==> src/rtl/secjmp_pkg.sv <==
// rtl/secjmp_pkg.sv - shared types, opcode defaults and jump classification for the jump-target guard
package secjmp_pkg;

    localparam int MAX_W   = 64;
    localparam int OPC_J   = 2;
    localparam int OPC_JAL = 3;

    typedef enum logic [1:0] {
        ST_OK,
        ST_ALARM,
        ST_LOCKED
    } guard_state_e;

    typedef struct packed {
        logic is_jmp;
        logic viol;
    } jmp_class_t;

    // Field positions are passed in so one helper serves every parametrisation of the guard.
    function automatic jmp_class_t jmp_classify(
        input logic [MAX_W-1:0] word,
        input logic             mode,
        input logic [MAX_W-1:0] lo,
        input logic [MAX_W-1:0] hi,
        input int               opc_lsb,
        input int               opc_w,
        input int               tgt_w,
        input logic [MAX_W-1:0] opc_a,
        input logic [MAX_W-1:0] opc_b
    );
        logic [MAX_W-1:0] opc;
        logic [MAX_W-1:0] tgt;
        jmp_class_t       r;
        opc      = (word >> opc_lsb) & ((64'd1 << opc_w) - 64'd1);
        tgt      = word & ((64'd1 << tgt_w) - 64'd1);
        r.is_jmp = (opc == opc_a) || (opc == opc_b);
        r.viol   = r.is_jmp && (mode ? ((tgt < lo) || (tgt > hi)) : (tgt == '0));
        return r;
    endfunction

endpackage

==> src/rtl/secjmp_out_reg.sv <==
// rtl/secjmp_out_reg.sv - single-entry valid/ready register carrying a word and its squash flag
module secjmp_out_reg #(
    parameter int DATA_W = 64
) (
    input  logic              clk,
    input  logic              rst,
    input  logic              s_tvalid,
    output logic              s_tready,
    input  logic [DATA_W-1:0] s_tdata,
    input  logic              s_tviol,
    output logic              m_tvalid,
    input  logic              m_tready,
    output logic [DATA_W-1:0] m_tdata,
    output logic              m_tviol
);

    assign s_tready = !m_tvalid || m_tready;

    always_ff @(posedge clk) begin
        if (rst) begin
            m_tvalid <= 1'b0;
            m_tdata  <= '0;
            m_tviol  <= 1'b0;
        end else if (s_tready) begin
            m_tvalid <= s_tvalid;
            if (s_tvalid) begin
                m_tdata <= s_tdata;
                m_tviol <= s_tviol;
            end
        end
    end

endmodule

==> src/rtl/secjmp_stream_guard.sv <==
// rtl/secjmp_stream_guard.sv - jump-target guard: classifies fetch words, squashes or drops bad jumps,
// counts violations and escalates OK -> ALARM -> LOCKED
module secjmp_stream_guard
    import secjmp_pkg::*;
#(
    parameter int DATA_W      = 64,
    parameter int OPC_LSB     = 26,
    parameter int OPC_W       = 6,
    parameter int TGT_W       = 26,
    parameter int JMP_OPC_A   = OPC_J,
    parameter int JMP_OPC_B   = OPC_JAL,
    parameter int CNT_W       = 16,
    parameter int LOCK_THRESH = 4
) (
    input  logic              clk,
    input  logic              rst,
    input  logic              in_valid,
    output logic              in_ready,
    input  logic [DATA_W-1:0] in_data,
    input  logic              mode,
    input  logic              drop_en,
    input  logic [TGT_W-1:0]  tgt_lo,
    input  logic [TGT_W-1:0]  tgt_hi,
    output logic              out_valid,
    input  logic              out_ready,
    output logic [DATA_W-1:0] out_data,
    output logic              out_viol,
    output logic [CNT_W-1:0]  viol_cnt,
    output logic              alarm,
    output logic              locked,
    input  logic              clr
);

    localparam logic [CNT_W-1:0] CNT_MAX  = '1;
    localparam logic [63:0]      THRESH64 = 64'(LOCK_THRESH);

    guard_state_e      state, state_base, state_nxt;
    logic [CNT_W-1:0]  cnt, cnt_base, cnt_nxt;
    jmp_class_t        cls;
    logic              accept;
    logic              viol;
    logic              push;
    logic [DATA_W-1:0] push_data;

    assign accept = in_valid && in_ready;
    assign cls    = jmp_classify(MAX_W'(in_data), mode, MAX_W'(tgt_lo), MAX_W'(tgt_hi),
                                 OPC_LSB, OPC_W, TGT_W, MAX_W'(JMP_OPC_A), MAX_W'(JMP_OPC_B));

    // clr takes effect before the current transfer is judged and counted.
    always_comb begin
        state_base = clr ? ST_OK : state;
        cnt_base   = clr ? '0 : cnt;
        viol       = accept && (cls.viol || (state_base == ST_LOCKED));
        cnt_nxt    = cnt_base;
        state_nxt  = state_base;
        if (viol) begin
            if (cnt_base != CNT_MAX) begin
                cnt_nxt = cnt_base + CNT_W'(1);
            end
            if ((64'(cnt_nxt) >= THRESH64) || (state_base == ST_LOCKED)) begin
                state_nxt = ST_LOCKED;
            end else begin
                state_nxt = ST_ALARM;
            end
        end
    end

    always_ff @(posedge clk) begin
        if (rst) begin
            state <= ST_OK;
            cnt   <= '0;
        end else begin
            state <= state_nxt;
            cnt   <= cnt_nxt;
        end
    end

    assign push      = accept && !(viol && drop_en);
    assign push_data = viol ? '0 : in_data;

    secjmp_out_reg #(
        .DATA_W (DATA_W)
    ) u_out_reg (
        .clk      (clk),
        .rst      (rst),
        .s_tvalid (push),
        .s_tready (in_ready),
        .s_tdata  (push_data),
        .s_tviol  (viol),
        .m_tvalid (out_valid),
        .m_tready (out_ready),
        .m_tdata  (out_data),
        .m_tviol  (out_viol)
    );

    assign viol_cnt = cnt;
    assign alarm    = (state != ST_OK);
    assign locked   = (state == ST_LOCKED);

endmodule

==> config.mk <==
export PLATFORM = sky130hd
export DESIGN_NAME = secjmp_stream_guard
export DESIGN_NICKNAME = d
export VERILOG_FILES = /design/src/rtl/secjmp_pkg.sv /design/src/rtl/secjmp_out_reg.sv /design/src/rtl/secjmp_stream_guard.sv
export SDC_FILE = /design/constraint.sdc
export NUM_CORES = 1
export LEC_CHECK = 0
export BUFFER_PORTS_ARGS = -buffer_cell sky130_fd_sc_hd__buf_2
export CORE_ASPECT_RATIO = 2
export CORE_UTILIZATION = 53
export CTS_BUF_LIST = sky130_fd_sc_hd__clkbuf_8
export CTS_CLUSTER_SIZE = 14
export DETAILED_ROUTE_END_ITERATION = 10
export HOLD_SLACK_MARGIN = 0.06
export PLACE_DENSITY = 0.89
export SLEW_MARGIN = 20
export SYNTH_ARGS = -nofsm -noshare
export SYNTH_HDL_FRONTEND = slang
export SYNTH_SLANG_ARGS = --single-unit
==> constraint.sdc <==
create_clock -name clk -period 4.4 [get_ports clk]
set_clock_uncertainty 0.05 [all_clocks]
set_input_delay 0 -clock clk [delete_from_list [all_inputs] [get_ports clk]]
set_output_delay 0 -clock clk [all_outputs]
set_load 0.01 [all_outputs]
==> run_results.csv <==
group,metric,value,unit
outcome,status,"finished, final reports clean",
floorplan,die_area,9430,µm²
layout,final_area,6740,µm²
critical_path,worstReg2RegEnd,"state[1]$_SDFF_PP0_",
sta,drv_slew,0,
clock_tree,root_buffer,"clkbuf_8",
floorplan,ioPinCount,208,
routing,drc,0,
clock_tree,cts.repair.resized,0,
layout,final_layout_size_suffix_gt1_share,29.7,%
min_path,min_path_type,"in -> reg",
layout,final_util,77.4,%
sta,setup_violations,0,
placement,gp_congestion,0.992,
sta,slew-limit-headroom,48.5,%
layout,final_cell_mix,"buf_2, dfxtp_1, dlygate4sd3_1",
clock_tree,path_clk_slew,0.09,ns
clock_tree,cts_tree,"built",
critical_path,startpoint_type,"input port",
clock_tree,numClockSinks,84,
clock_tree,cts_setup_buffers,0,
grt,overflow,0,
clock_tree,clk_path_buf_depth,2,
logic_synthesis,syn_nets,708,
placement,dp_cells,822,
min_path,min_path_cells,3,
critical_path,cp-startpoint,"in_data[3]",
min_path,whs_endpoint,"viol_cnt[12]$_SDFF_PP0_",
routing,vias_per_cell,6.27,
layout,instances_no_fill,907,
critical_path,required,4.61,ns
layout,nets,977,
logic_synthesis,synthDistinctLibCells,55,
floorplan,start_util,54.9,%
logic_synthesis,synth-compound-area-share,24.5,%
routing,first_pass_iters,5,
sta,finalHoldViolCount,0,
logic_synthesis,synth_top_family_by_area,"compound AO/OA/AOI/OAI gates",
layout,syn2layout_area_growth,40.9,%
power_and_ir_drop,ir_drop,172,µV
logic_synthesis,synthAdderAreaFrac,13.6,%
logic_synthesis,synth_edf_count,0,
grt,grt_use_total,40.3,%
grt,grt_pass1_wl,29700,µm
logic_synthesis,synthXorXnorAreaFrac,1.28,%
critical_path,regToRegSetupSlack,1.39,ns
logic_synthesis,netlist_instances,533,
grt,grt_pass1_vias,5766,
routing,drt-initial-drc-count,624,
logic_synthesis,muxShareOfSynthArea,0.445,%
power_and_ir_drop,p_leak,0.00338,µW
logic_synthesis,ys_warn_count,0,
sta,fmax,237,MHz
logic_synthesis,synthesis.area,4780,µm²
floorplan,core,8710,µm²
floorplan,fp.dieH,136,µm
critical_path,arrival,4.43,ns
sta,fin_tns_setup,0,ns
placement,hpwl,12200,µm
logic_synthesis,synth_seq_cells,84,
logic_synthesis,synthSimpleGateAreaFrac,17.1,%
sta,min_period,4.22,ns
logic_synthesis,synthArstFlopShare,0,%
clock_tree,clkLatencyLatePin,0.37,ns
logic_synthesis,postSynthAreaPerCell,8.98,µm²
critical_path,cp_max_fo,11,
critical_path,crit_type,"in -> reg",
placement,portBuffers,207,
grt,grt_max_degree,65,
routing,ant_nets,0,
power_and_ir_drop,powerDensity,273,nW/µm²
clock_tree,numCtsBuffers,9,
logic_synthesis,ys_seq_area_share,35.1,%
critical_path,endpoint_kind,"flip-flop",
clock_tree,cts-htree-levels,3,
floorplan,dieWidth,69.2,µm
logic_synthesis,ys.flop_type,"dfxtp_1",
min_path,hp-start,"clr",
routing,vias,5686,
sta,min_period_over_period,95.9,%
sta,worst_pin_slew,0.772,ns
run,maxCapViolCount,0,
sta,rsz0062_at_grt,"no",
placement,post_dp_cell_area,5840,µm²
critical_path,reg2reg_from,"viol_cnt[0]$_SDFF_PP0_",
floorplan,rows,48,
grt,antenna_found_initial,1,
routing,drt-total-wl,19100,µm
routing,wl_per_cell,21.1,µm
critical_path,reg2regPathDepth,10,
layout,final_common_cell,"buf_2",
[cell usage after synthesis, drive strengths merged (3+ instances only)]
library cell,count,share of area (%)
and3,5,0.65
dfxtp,84,35
or2,3,0.39
a22o,65,12
nor2b,8,1.0
o211ai,5,0.78
a31oi,3,0.39
clkbuf,11,0.86
o31ai,3,0.76
inv,64,5.0
ha,52,14
nand4,15,2.1
a221oi,3,0.55
a22oi,3,0.47
or3,4,0.52
a31o,4,0.73
nand2b,6,0.78
nor4,14,2.0
xnor2,7,1.3
nand3,13,1.4
buf,11,2.1
nor3b,3,0.47
a2111oi,3,0.55
and4,3,0.55
and2,3,0.39
or4,4,0.63
nor3,9,1.2
nor2,23,2.0
a21oi,33,3.5
a211oi,5,0.89
nand2,26,2.0
o21ai,18,1.9
[registers in the layout, summed over array words and instances, names as in the netlist]
signal,cells
u_out_reg.m_tdata,64
state,2
u_out_reg.m_tvalid,1
viol_cnt,16
u_out_reg.m_tviol,1
[per-stage QoR]
stage | power [µW] | hold WS, ns | setup slack (ns)
2_1_floorplan | 1010 | 0.0755 | 1.82
3_3_place_gp | 1140 | 0.160 | 1.12
3_5_place_dp | 1160 | 0.162 | 0.981
4_1_cts | 1810 | 0.150 | 0.392
5_1_grt | 1900 | 0.181 | 0.0626
6_report | 1840 | 0.162 | 0.182
[worst max-delay path: stages]
cell	delay (ns)
dlygate4sd3_1	0.55
buf_2	0.16
ha_1	0.31
a2111oi_0	0.47
o21ai_0	0.19
a221oi_1	0.48
o211a_1	0.26
a211oi_2	0.05
buf_4	0.18
or2_1	0.37
o21ai_0	0.19
dlygate4sd3_1	0.57
a21oi_1	0.06
dlygate4sd3_1	0.57
[routing by layer]
metal	up-vias	wire length, µm	global-route usage, %
li1	2505	-	-
met4	0	1280	28.9
met2	465	9720	71.1
met3	119	1700	9.41
met1	2597	6410	41.2
met5	-	0	0
[layout make-up]
type                    instances  area [µm²]
multi-input cells             363        2720
fillers                       577        1970
repair buffers                280        1760
flip-flops and latches         84        1680
inverters                      64         240
well taps                     100         125
clock buffers                   9         124
clock inverters                 6        90.1
diodes                          1        2.50
[worst max-delay path by stage]
stage | to | slack, ns
2_1_floorplan | u_out_reg.m_tdata[0]$_SDFFE_PP0P_ | 1.82
3_3_place_gp | u_out_reg.m_tdata[47]$_SDFFE_PP0P_ | 1.12
3_5_place_dp | u_out_reg.m_tdata[50]$_SDFFE_PP0P_ | 0.98
4_1_cts | u_out_reg.m_tvalid$_SDFFE_PP0N_ | 0.39
5_1_grt | u_out_reg.m_tvalid$_SDFFE_PP0N_ | 0.06
6_report | u_out_reg.m_tvalid$_SDFFE_PP0N_ | 0.18
[power breakdown]
part	switching, µW	leakage (µW)	internal (µW)	total, µW
Clock	299	0.000105	318	616
Combinational	210	0.00259	187	397
Sequential	25.3	0.000688	799	825
Total	534	0.00338	1300	1840
[what timing repair did]
item                                    in CTS  in global routing
endpoints found under the setup margin       0                  0
hold buffers                                69                  0
endpoints found under the hold margin       71                  0
[cells by family after synthesis]
kind of cell | count (synthesis)
xor+xnor | 7
fa+ha+maj | 52
simple gates | 145
mux | 2
flops | 84
compound gates | 157
buf+inv | 86
No activity file was read; power rests on OpenSTA's default activity.
